File: config.mk
export PLATFORM = sky130hd
export DESIGN_NAME = mode_queue
export DESIGN_NICKNAME = d
export VERILOG_FILES = /design/src/rtl/mode_queue.sv
export SDC_FILE = /design/constraint.sdc
export NUM_CORES = 1
export LEC_CHECK = 0
export CAP_MARGIN = 20
export CORE_MARGIN = 2
export CORE_UTILIZATION = 47
export DETAILED_ROUTE_END_ITERATION = 6
export GPL_TIMING_DRIVEN = 0
export PLACE_DENSITY = 0.9
export SYNTH_ARGS = -nofsm -noshare
export SYNTH_HDL_FRONTEND = slang
export SYNTH_SLANG_ARGS = --single-unit
File: constraint.sdc
create_clock -name clk -period 4.9 [get_ports clk]
set_clock_uncertainty 0.2 [all_clocks]
set_input_delay 0.49 -clock clk [delete_from_list [all_inputs] [get_ports clk]]
set_output_delay 0.49 -clock clk [all_outputs]
set_load 0.005 [all_outputs]
File: src/rtl/mode_queue.sv
// Register-based FIFO with selectable flow-through mode (0 normal, 1 pipe, 2 bypass),
// synchronous flush and a sticky protocol-error flag.
module mode_queue #(
  parameter int unsigned data_width  = 32,
  parameter int unsigned num_entries = 2,
  parameter int unsigned mode        = 0,
  parameter int unsigned count_width = $clog2(num_entries + 1)
) (
  input  logic                   clk,
  input  logic                   reset,
  input  logic                   clear,
  output logic [count_width-1:0] count,
  input  logic                   enq_en,
  output logic                   enq_rdy,
  input  logic [data_width-1:0]  enq_msg,
  input  logic                   deq_en,
  output logic                   deq_rdy,
  output logic [data_width-1:0]  deq_msg,
  output logic                   err
);

  localparam int unsigned addr_width = (num_entries == 1) ? 1 : $clog2(num_entries);
  localparam logic [addr_width-1:0]  last_addr  = addr_width'(num_entries - 1);
  localparam logic [count_width-1:0] full_count = count_width'(num_entries);

  logic [data_width-1:0]  r_data [num_entries];
  logic [addr_width-1:0]  r_enq_ptr;
  logic [addr_width-1:0]  r_deq_ptr;
  logic [count_width-1:0] r_count;
  logic                   r_err;

  logic [addr_width-1:0]  w_enq_ptr_nxt;
  logic [addr_width-1:0]  w_deq_ptr_nxt;
  logic [count_width-1:0] w_count_nxt;
  logic                   w_err_nxt;
  logic                   w_full;
  logic                   w_empty;
  logic                   w_enq_fire;
  logic                   w_deq_fire;
  logic                   w_pass;
  logic                   w_write;

  function automatic logic [addr_width-1:0] ptr_inc(input logic [addr_width-1:0] p);
    return (p == last_addr) ? '0 : p + addr_width'(1);
  endfunction

  assign w_full  = (r_count == full_count);
  assign w_empty = (r_count == '0);

  // Handshake and head-of-queue; pipe/bypass add their combinational shortcuts.
  always_comb begin
    enq_rdy = !w_full;
    deq_rdy = !w_empty;
    deq_msg = r_data[r_deq_ptr];
    if (mode == 1) begin
      enq_rdy = !w_full | deq_en;
    end
    if (mode == 2) begin
      deq_rdy = !w_empty | enq_en;
      if (w_empty) begin
        deq_msg = enq_msg;
      end
    end
  end

  assign w_enq_fire = enq_en & enq_rdy;
  assign w_deq_fire = deq_en & deq_rdy;
  // Empty bypass with both sides firing: message flows straight through untouched.
  assign w_pass     = (mode == 2) & w_empty & w_enq_fire & w_deq_fire;
  assign w_write    = w_enq_fire & !w_pass & !clear;

  always_comb begin
    w_enq_ptr_nxt = r_enq_ptr;
    w_deq_ptr_nxt = r_deq_ptr;
    w_count_nxt   = r_count;
    w_err_nxt     = r_err | (enq_en & !enq_rdy) | (deq_en & !deq_rdy);
    if (clear) begin
      w_enq_ptr_nxt = '0;
      w_deq_ptr_nxt = '0;
      w_count_nxt   = '0;
    end else if (!w_pass) begin
      if (w_enq_fire) begin
        w_enq_ptr_nxt = ptr_inc(r_enq_ptr);
      end
      if (w_deq_fire) begin
        w_deq_ptr_nxt = ptr_inc(r_deq_ptr);
      end
      if (w_enq_fire && !w_deq_fire) begin
        w_count_nxt = r_count + count_width'(1);
      end else if (w_deq_fire && !w_enq_fire) begin
        w_count_nxt = r_count - count_width'(1);
      end
    end
  end

  always_ff @(posedge clk or posedge reset) begin
    if (reset) begin
      r_enq_ptr <= '0;
      r_deq_ptr <= '0;
      r_count   <= '0;
      r_err     <= 1'b0;
    end else begin
      r_enq_ptr <= w_enq_ptr_nxt;
      r_deq_ptr <= w_deq_ptr_nxt;
      r_count   <= w_count_nxt;
      r_err     <= w_err_nxt;
    end
  end

  // Storage is intentionally left unreset.
  always_ff @(posedge clk) begin
    if (w_write) begin
      r_data[r_enq_ptr] <= enq_msg;
    end
  end

  assign count = r_count;
  assign err   = r_err;

endmodule

==> results of run 1 <==
[layer usage]
layer | vias to the layer above | routed length (um) | track usage, %
met1 | 730 | 1970 | 21.6
li1 | 684 | - | -
met3 | 4 | 284 | 5.06
met4 | 0 | 21 | 7.02
met5 | - | 0 | 0
met2 | 55 | 2810 | 32.2
[path summary, 6_finish.rpt]
kind | slack [ns] | to | cells after the start
max | 2.28 | deq_msg[7] | 4
min | 0.17 | r_deq_ptr$_DFFE_PP0P_ | 2
max reg2reg | 2.38 | r_data[1][30]$_DFFE_PP_ | 6
min reg2reg | 0.29 | err$_DFF_PP0_ | 1
max in group asynchronous | 4.14 | count[0]$_DFFE_PP0P_ | 2
min in group clk | 0.29 | err$_DFF_PP0_ | 1
[power by group]
group / internal (uW) / switching, uW / leakage, uW
registers: 668 / 7.36 / 0.000649
clock network: 388 / 205 / 0.000129
logic: 101 / 57.3 / 0.000522
[logic make-up after synthesis]
| kind of cell | Yosys count |
|---|---|
| AOI/OAI and AO/OA | 9 |
| xor gates and xnor gates | 1 |
| buffers and inverters | 8 |
| DFF | 69 |
| muxes | 34 |
| and+or+nand+nor | 10 |
[layout make-up]
| type | count | area [um^2] |
|---|---|---|
| tap | 72 | 90.1 |
| fill | 361 | 1680 |
| clock buffer | 9 | 124 |
| clock inverter | 7 | 138 |
| sequential | 69 | 2050 |
| buffer | 5 | 31.3 |
| timing repair buffer | 78 | 795 |
| multi-input combinational | 54 | 519 |
| inverter | 3 | 11.3 |
[cells in the final DEF, fill, tap and decap left out, drive strengths merged]
cell / instances
or3: 1
o211ai: 1
nand3b: 1
o21bai: 1
nor3: 1
buf: 10
dfrtp: 5
nor2b: 1
o21ai: 2
nand2: 1
a21oi: 4
nor3b: 2
mux2i: 2
clkdlybuf4s50: 73
clkinv: 2
inv: 3
or2: 2
bufinv: 4
mux2: 32
clkbuf: 9
clkinvlp: 1
nor2: 1
edfxtp: 64
a21o: 1
xor2: 1
[state kept, by name, summed over array words and instances (netlist names)]
register   count
r_data        64
count          2
err            1
r_deq_ptr      1
r_enq_ptr      1
[through the flow]
stage                     setup WS (ns)  instances
final                              2.28        297
after global placement           -0.631        276
after floorplan                    1.04        131
after global routing               2.17        297
after detailed placement           1.99        281
after CTS                          2.23        297
[worst max-delay path, stage by stage, from the launching register on]
cell	delay, ns
dfrtp_1	0.33
buf_2	0.16
buf_2	0.27
mux2_2	0.37
clkdlybuf4s50_1	0.47
==> out/metrics.cfg, run 1 <==
[run_status]
status = finished, final reports clean

[critical_path]
crit_start = r_deq_ptr$_DFFE_PP0P_
worst_ep_required_time_ns = 4.21
start_kind = flip-flop
critPathMaxFanout = 10
path_class = flip-flop to primary output
end_kind = primary output
r2r-start = count[1]$_DFFE_PP0P_
worstPathArrival_ns = 1.93

[pwr]
vdd_drop_max_mv = 0.213
leakage_uw = 0.00130
total_power_uw = 1430
pwr_density_cell_nw_per_um2 = 380

[layout]
drive_gt1_share_pct = 28.0
utilization_pct = 69.0
area_growth_pct = 44.5
insertedDiodeCount = 0
nets = 257
postLayoutCellArea_um2 = 3750

[hold_path]
hp-class = input pin to async pin

[synthesis]
synthArstFlopShare_pct = 7.25
postSynthCellCount = 131
synth_top_family_by_area = multiplexers
synth_edf_count = 64
synth_area_leaders = edfxtp_1 74%, mux2_2 14%, dfrtp_1 4.8%
ys_warn_count = 0
synth_most_common_cell = edfxtp_1
synth_nets = 168
synth_top_area_cell = edfxtp_1
syn_area_um2 = 2600
ys_types = 23
yosys.area_share.adder_pct = 0
synthTopCellsByCount = 64 x edfxtp_1, 32 x mux2_2, 5 x dfrtp_1
synthFlopType = edfxtp_1
yosys.area_share.xor_xnor_pct = 0.337
ys_seq_area_share_pct = 78.8
synth_top_area_share_pct = 74.0
yosys-mux-area-fraction_pct = 14.6
ys_ff_latch = 69
syn_avg_cell_area_um2 = 19.8
yosys.area_share.simple_pct = 2.60
synth_compound_gate_area_share_pct = 2.02

[sta]
holdWs_ns = 0.173
period_needed_ns = 2.62
period_share_pct = 53.5
grt_setup_unrepaired = no
hold_viol = 0
relSlewSlack_pct = 31.2
worst_slew_pin_slew_ns = 1.03
setup_viol = 0
tns_ns = 0
max_freq_mhz = 381
drv_slew = 0

[clock_tree]
cts.sinks = 69
clockBufferDepth = 2
clkLatencyLatePin_ns = 0.33
clkSlewWorstSetupHoldPaths_ns = 0.07
tritoncts = done
cts-root-buf = clkbuf_8
ctsResizeCount = 0
postCtsHoldBufs = 0
numCtsBuffers = 9
cts_setup_buffers = 0
cts_htree_levels = 3

[floorplanning]
die_w_um = 78.4
ios = 74
coreArea_um2 = 5440
std_cell_rows = 27
start_util_pct = 47.8
fp.dieH_um = 78.4
die_area_um2 = 6140

[route]
ant_nets = 0
post_drt_via_cell_ratio = 4.96
drc = 0
wl_per_cell_um = 17.1
num_vias = 1473
drt_iter0_drc = 53
finalWirelength_um = 5090
first_pass_iters = 4

[global_routing]
grt_antenna_before_repair = 0
grt_max_degree = 13
grt_use_total_pct = 18.4
first_global_vias = 1677
grt-ovfl-total = 0
grt_pass1_wl_um = 8300

[placement]
dpl.hpwl_um = 3420
postPlaceCellArea_um2 = 3490
globalplace.congestion = 0.720
io_buffers = 73

[flow_run]
max-cap-violations = 0

Note: power is estimated with default switching activity, not from simulation.
==> run 2: changes to the inputs <==
==> constraint.sdc (replaced) <==
create_clock -name clk -period 2.7 [get_ports clk]
set_clock_uncertainty 0.2 [all_clocks]
set_input_delay 0.27 -clock clk [delete_from_list [all_inputs] [get_ports clk]]
set_output_delay 0.27 -clock clk [all_outputs]
set_load 0.005 [all_outputs]
==> run 2 against run 1 <==
  * Worst setup slack worse by 2.0 ns
  * Non-clock buffer count is 2 lower
  * Critical path depth rose by 2
  * Critical path type is now flip-flop to flip-flop
  * Critical endpoint is now r_data[1][25]$_DFFE_PP_
  * Largest power group unchanged
==> out/metrics.cfg, run 2 (same netlist as run 1, synthesis figures left out) <==
[floorplanning]
std_cell_rows = 27  ; unchanged
coreArea_um2 = 5440  ; unchanged
ios = 74  ; unchanged
die_area_um2 = 6140  ; unchanged
start_util_pct = 47.8  ; unchanged
fp.dieH_um = 78.4  ; unchanged
die_w_um = 78.4  ; unchanged

[route]
ant_nets = 0  ; unchanged
drt_iter0_drc = 48  ; -9.4%
finalWirelength_um = 5050  ; -0.83%
num_vias = 1495  ; +1.5%
wl_per_cell_um = 17.1  ; -0.15%
first_pass_iters = 4  ; unchanged
drc = 0  ; unchanged
post_drt_via_cell_ratio = 5.07  ; +2.2%

[pwr]
leakage_uw = 0.00128  ; -1.8%
total_power_uw = 2400  ; +69%
vdd_drop_max_mv = 0.474  ; +120%
pwr_density_cell_nw_per_um2 = 646  ; +70%

[critical_path]
end_kind = flip-flop
start_kind = flip-flop
worst_ep_required_time_ns = 2.54  ; -1.67 ns
cp_top_family = simple AND/OR/NAND/NOR gates
cp_cell_sequence = buf_6 -> nor2b_4 -> inv_1 -> nand2_1 -> nor3b_4 -> buf_16
critPathMaxStageDelay_ns = 0.79  ; +0.32 ns
crit_path_top_delay_cell = nor3b_4
path_class = flip-flop to flip-flop
crit_buf_inv = 3  ; unchanged
worstPathArrival_ns = 2.28  ; +0.35 ns
crit_cells = 6  ; +2
crit_end = r_data[1][25]$_DFFE_PP_
reg2reg_to = r_data[1][25]$_DFFE_PP_
r2r-start = count[1]$_DFFE_PP0P_
r2r_slack_ns = 0.26  ; -2.12 ns
ff2ff_path_depth = 6  ; unchanged
critPathMaxFanout = 19  ; +9
crit_start = count[1]$_DFFE_PP0P_

[clock_tree]
cts_htree_levels = 3  ; unchanged
ctsResizeCount = 0  ; unchanged
cts.sinks = 69  ; unchanged
clockBufferDepth = 2  ; unchanged
numCtsBuffers = 9  ; unchanged
tritoncts = done
clkLatencyLatePin_ns = 0.34  ; about the same
clkSlewWorstSetupHoldPaths_ns = 0.07  ; about the same
cts-root-buf = clkbuf_8

[sta]
max_freq_mhz = 410
drv_slew = 0  ; unchanged
period_needed_ns = 2.44
worst_slew_pin_slew_ns = 0.912  ; -0.116 ns
period_share_pct = 90.2
tns_ns = 0  ; unchanged
grt_setup_unrepaired = no
setup_viol = 0  ; unchanged
holdWs_ns = 0.304  ; +0.131 ns
setup_ws_ns = 0.263  ; -2.01 ns
hold_viol = 0  ; unchanged
relSlewSlack_pct = 39.2  ; +8.0 points

[layout]
drive_gt1_share_pct = 26.5  ; -1.5 points
num-fill-cells = 357  ; -1.1%
most-common-layout-cells = 73 x clkdlybuf4s50_1, 64 x edfxtp_1, 32 x mux2_2
nets = 255  ; -0.78%
final_common_cell = clkdlybuf4s50_1
area_growth_pct = 43.2
utilization_pct = 68.4  ; -0.62 points
largest_reg_flops = 64  ; unchanged
insertedDiodeCount = 0  ; unchanged
seq_area_um2 = 2050  ; unchanged
multiInputGateArea_um2 = 532  ; +2.4%
top_register = r_data

[hold_path]
hp-class = input pin to flip-flop

[global_routing]
grt-ovfl-total = 0  ; unchanged
grt_antenna_before_repair = 0  ; unchanged
grt_use_total_pct = 17.6  ; -0.81 points
grt_max_degree = 20  ; +7
grt_pass1_wl_um = 7780  ; -6.3%
first_global_vias = 1641  ; -2.1%

[placement]
dpl.hpwl_um = 3330  ; -2.8%
io_buffers = 73  ; unchanged
dp_slack_ns = 0.0518  ; -1.94 ns
globalplace.congestion = 0.738  ; +2.4%

[flow_run]
max-cap-violations = 0  ; unchanged

[run_status]
status = finished, final reports clean

-- run 2: power breakdown --
part	switching, uW	internal, uW	leakage (uW)	total [uW]
clock network	377	515	0.000107	891
registers	14.0	1210	0.000649	1230
logic	103	184	0.000521	287
-- run 2: how the worst min path moves through the flow --
| stage | from | endpoint | slack [ns] | depth (start not counted) |
|---|---|---|---|---|
| 2_1_floorplan | reset | count[0]$_DFFE_PP0P_ | -0.15 | 1 |
| 3_3_place_gp | err$_DFF_PP0_ | err$_DFF_PP0_ | 0.26 | 1 |
| 3_5_place_dp | reset | count[1]$_DFFE_PP0P_ | 0.29 | 2 |
| 4_1_cts | enq_msg[7] | r_data[0][7]$_DFFE_PP_ | 0.29 | 1 |
| 5_1_grt | enq_msg[20] | r_data[0][20]$_DFFE_PP_ | 0.31 | 1 |
| 6_report | enq_msg[7] | r_data[0][7]$_DFFE_PP_ | 0.30 | 1 |
-- run 2: metal layers --
metal / part of all wire [%] / wire [um] / track usage (%) / vias to the layer above
met5: 0 / 0 / 0 / -
met4: 2.6 / 131 / 10.9 / 0
met3: 5.6 / 285 / 5.29 / 11
met2: 52 / 2620 / 28.7 / 55
met1: 40 / 2010 / 20.4 / 747
li1: - / - / - / 682
-- run 2: through the flow --
stage,cell area [um^2],cells
final,3720,295
after floorplan,2620,131
after global placement,3440,276
after global routing,3720,295
after detailed placement,3500,278
after CTS,3720,295
-- run 2: final cells by class --
| class | instances | share of cell area (%) |
|---|---|---|
| inverters | 3 | 0.303 |
| clock buffers | 9 | 3.33 |
| plain buffers | 5 | 0.841 |
| clock inverters | 7 | 2.42 |
| repair buffers | 76 | 21.4 |
| flip-flops and latches | 69 | 55.0 |
| multi-input cells | 54 | 14.3 |
| well taps | 72 | 2.42 |
-- run 2: timing repair --
action | in CTS | in global routing
setup buffers | 0 | 0
endpoints found under the hold margin | 5 | 0
hold buffers | 1 | 0
==> run 3: changes to the inputs <==
==> constraint.sdc (replaced) <==
create_clock -name clk -period 2.4 [get_ports clk]
set_clock_uncertainty 0.2 [all_clocks]
set_input_delay 0.24 -clock clk [delete_from_list [all_inputs] [get_ports clk]]
set_output_delay 0.24 -clock clk [all_outputs]
set_load 0.005 [all_outputs]
==> run 3 against run 2 <==
  * Worst hold slack worse by 0.029 ns
  * Non-clock buffer count rose by 4
  * Count of clock-buffer cells in the layout stayed put
  * Worst setup slack worse by 0.16 ns
  * Core utilization increased by 1.4 points
  * Sequential share of layout area decreased by 1.1 points
  * Via count grew 0.94%
  * First-iteration DRC count grew 25%
  * Highest routed layer unchanged
  * Critical path depth is 2 lower
  * Routed wire length up 0.42%
  * Sequential cell count unchanged
  * Sequential power rose by 12%
==> out/metrics.cfg, run 3 (same netlist as run 1, synthesis figures left out) <==
[layout]
drive_gt1_share_pct = 27.8  ; +1.3 points
final_common_cell = clkdlybuf4s50_1
num-fill-cells = 345  ; -3.4%
largest_reg_flops = 64  ; unchanged
most-common-layout-cells = 73 x clkdlybuf4s50_1, 64 x edfxtp_1, 32 x mux2_2
nets = 259  ; +1.6%
top_register = r_data
area_growth_pct = 46.1
finalNonFillerCells = 299  ; +1.4%
insertedDiodeCount = 0  ; unchanged

[critical_path]
r2r-start = count[1]$_DFFE_PP0P_
r2r_slack_ns = 0.38  ; +0.12 ns
reg2reg_to = r_data[1][25]$_DFFE_PP_
path_class = flip-flop to primary output
critPathMaxFanout = 10  ; -9
end_kind = primary output
worst_ep_required_time_ns = 1.96  ; -0.58 ns
ff2ff_path_depth = 6  ; unchanged
worstPathArrival_ns = 1.86  ; -0.42 ns
start_kind = flip-flop

[hold_path]
hold_start = enq_msg[7]
holdPathStages = 1  ; unchanged
hp-class = input pin to flip-flop
min_to = r_data[0][7]$_DFFE_PP_

[sta]
worst_slew_pin_slew_ns = 0.399  ; -0.512 ns
max_freq_mhz = 435
relSlewSlack_pct = 73.3  ; +34 points
period_share_pct = 95.9
drv_slew = 0  ; unchanged
hold_viol = 0  ; unchanged
setup_ws_ns = 0.0987  ; -0.165 ns
period_needed_ns = 2.30
setup_viol = 0  ; unchanged

[global_routing]
grt_use_total_pct = 17.6  ; unchanged
grt_antenna_before_repair = 0  ; unchanged
grt-ovfl-total = 0  ; unchanged
first_global_vias = 1649  ; +0.49%
met1_usage_pct = 20.3  ; -0.080 points
use_met3_pct = 5.29  ; unchanged
grt_pass1_wl_um = 7780  ; unchanged
grt_max_degree = 20  ; unchanged
grt-busiest-layer = met2
grt_use_met2_pct = 28.8  ; +0.086 points

[pwr]
total_power_uw = 2720  ; +13%
p_switching_uw = 557  ; +13%
power_frac_clock_pct = 36.9  ; -0.2 points
leakage_uw = 0.00131  ; +2.4%
pwr_density_cell_nw_per_um2 = 716  ; +11%
vdd_drop_max_mv = 0.542  ; +14%
p_comb_share_pct = 12.4  ; +0.4 points
pwr-share-seq_pct = 50.7  ; -0.3 points
p_int_uw = 2160  ; +13%
swShare_pct = 20.5  ; -0.031 points

[floorplanning]
std_cell_rows = 27  ; unchanged
ios = 74  ; unchanged
die_area_um2 = 6140  ; unchanged
coreArea_um2 = 5440  ; unchanged
die_w_um = 78.4  ; unchanged
start_util_pct = 47.8  ; unchanged
fp.dieH_um = 78.4  ; unchanged

[clock_tree]
clkSlewWorstSetupHoldPaths_ns = 0.07  ; about the same
cts.sinks = 69  ; unchanged
cts-root-buf = clkbuf_8
clkLatencyLatePin_ns = 0.34  ; about the same
cts_htree_levels = 3  ; unchanged
clockBufferDepth = 2  ; unchanged
tritoncts = done
numCtsBuffers = 9  ; unchanged

[placement]
io_buffers = 73  ; unchanged
dp_slack_ns = -0.218  ; -0.270 ns
globalplace.congestion = 0.738  ; unchanged
numPlacedInstances = 278  ; unchanged
dpl.hpwl_um = 3330  ; unchanged

[route]
wl_per_cell_um = 16.9  ; -0.93%
first_pass_iters = 4  ; unchanged
ant_nets = 0  ; unchanged
num_vias = 1509  ; +0.94%
drc = 0  ; unchanged
post_drt_via_cell_ratio = 5.05  ; -0.41%
finalWirelength_um = 5070  ; +0.42%
drt_iter0_drc = 60  ; +25%

[flow_run]
max-cap-violations = 0  ; unchanged

[run_status]
status = finished, final reports clean

==> run 3: final cells by class <==
class	instances	area, um^2	share of cell area [%]
inverter	3	11.3	0.297
buffer	5	38.8	1.02
tap	72	90.1	2.37
multi-input combinational	54	532	14.0
timing repair buffer	80	863	22.7
sequential	69	2050	53.9
clock inverter	7	90.1	2.37
clock buffer	9	124	3.26
==> run 3: repair_timing <==
action                                 4_1_cts  5_1_grt
buffers inserted                             2        2
gates resized for setup                      0        3
pin swaps                                    1        1
endpoints found under the hold margin        5        0
setup endpoints to repair                   19       48
hold buffers                                 1        0
==> run 3: worst max-delay path by stage <==
stage	from	endpoint	slack, ns
finish	r_deq_ptr$_DFFE_PP0P_	deq_msg[10]	0.1
global placement	enq_en	r_data[1][22]$_DFFE_PP_	-0.56
floorplan	count[1]$_DFFE_PP0P_	r_data[1][0]$_DFFE_PP_	0.03
detailed placement	enq_en	r_data[1][21]$_DFFE_PP_	-0.22
global route	r_deq_ptr$_DFFE_PP0P_	deq_msg[1]	-0.004
CTS	r_deq_ptr$_DFFE_PP0P_	deq_msg[2]	0.01
==> run 3: power by group through the flow <==
| stage | clock [uW] | combinational [uW] | sequential, uW |
|---|---|---|---|
| 2_1_floorplan | 0 | 121 | 1400 |
| 3_3_place_gp | 0 | 305 | 1400 |
| 3_5_place_dp | 0 | 323 | 1400 |
| 4_1_cts | 1010 | 331 | 1380 |
| 5_1_grt | 1070 | 361 | 1380 |
| 6_report | 1000 | 338 | 1380 |
==> run 3: metal layers <==
layer,up-vias,wire (um)
met2,63,2610
li1,690,-
met4,0,134
met3,11,310
met1,745,2010
met5,-,0
==> run 3: worst max-delay path, stage by stage, from the launching register on <==
cell             delay, ns
dfrtp_1               0.32
buf_2                 0.15
clkbuf_4              0.23
mux2_2                0.36
clkdlybuf4s50_1       0.46
==> run 3: stage by stage <==
step	instance area, um^2	setup TNS (ns)	utilization [%]	hold WS (ns)
3_3_place_gp	3440	-31.84	63.3	0.259
2_1_floorplan	2620	0	-	-0.181
4_1_cts	3750	0	68.9	0.262
3_5_place_dp	3500	-6.54	64.3	0.259
5_1_grt	3800	-0.00415	69.8	0.278
6_report	3800	0	69.8	0.276
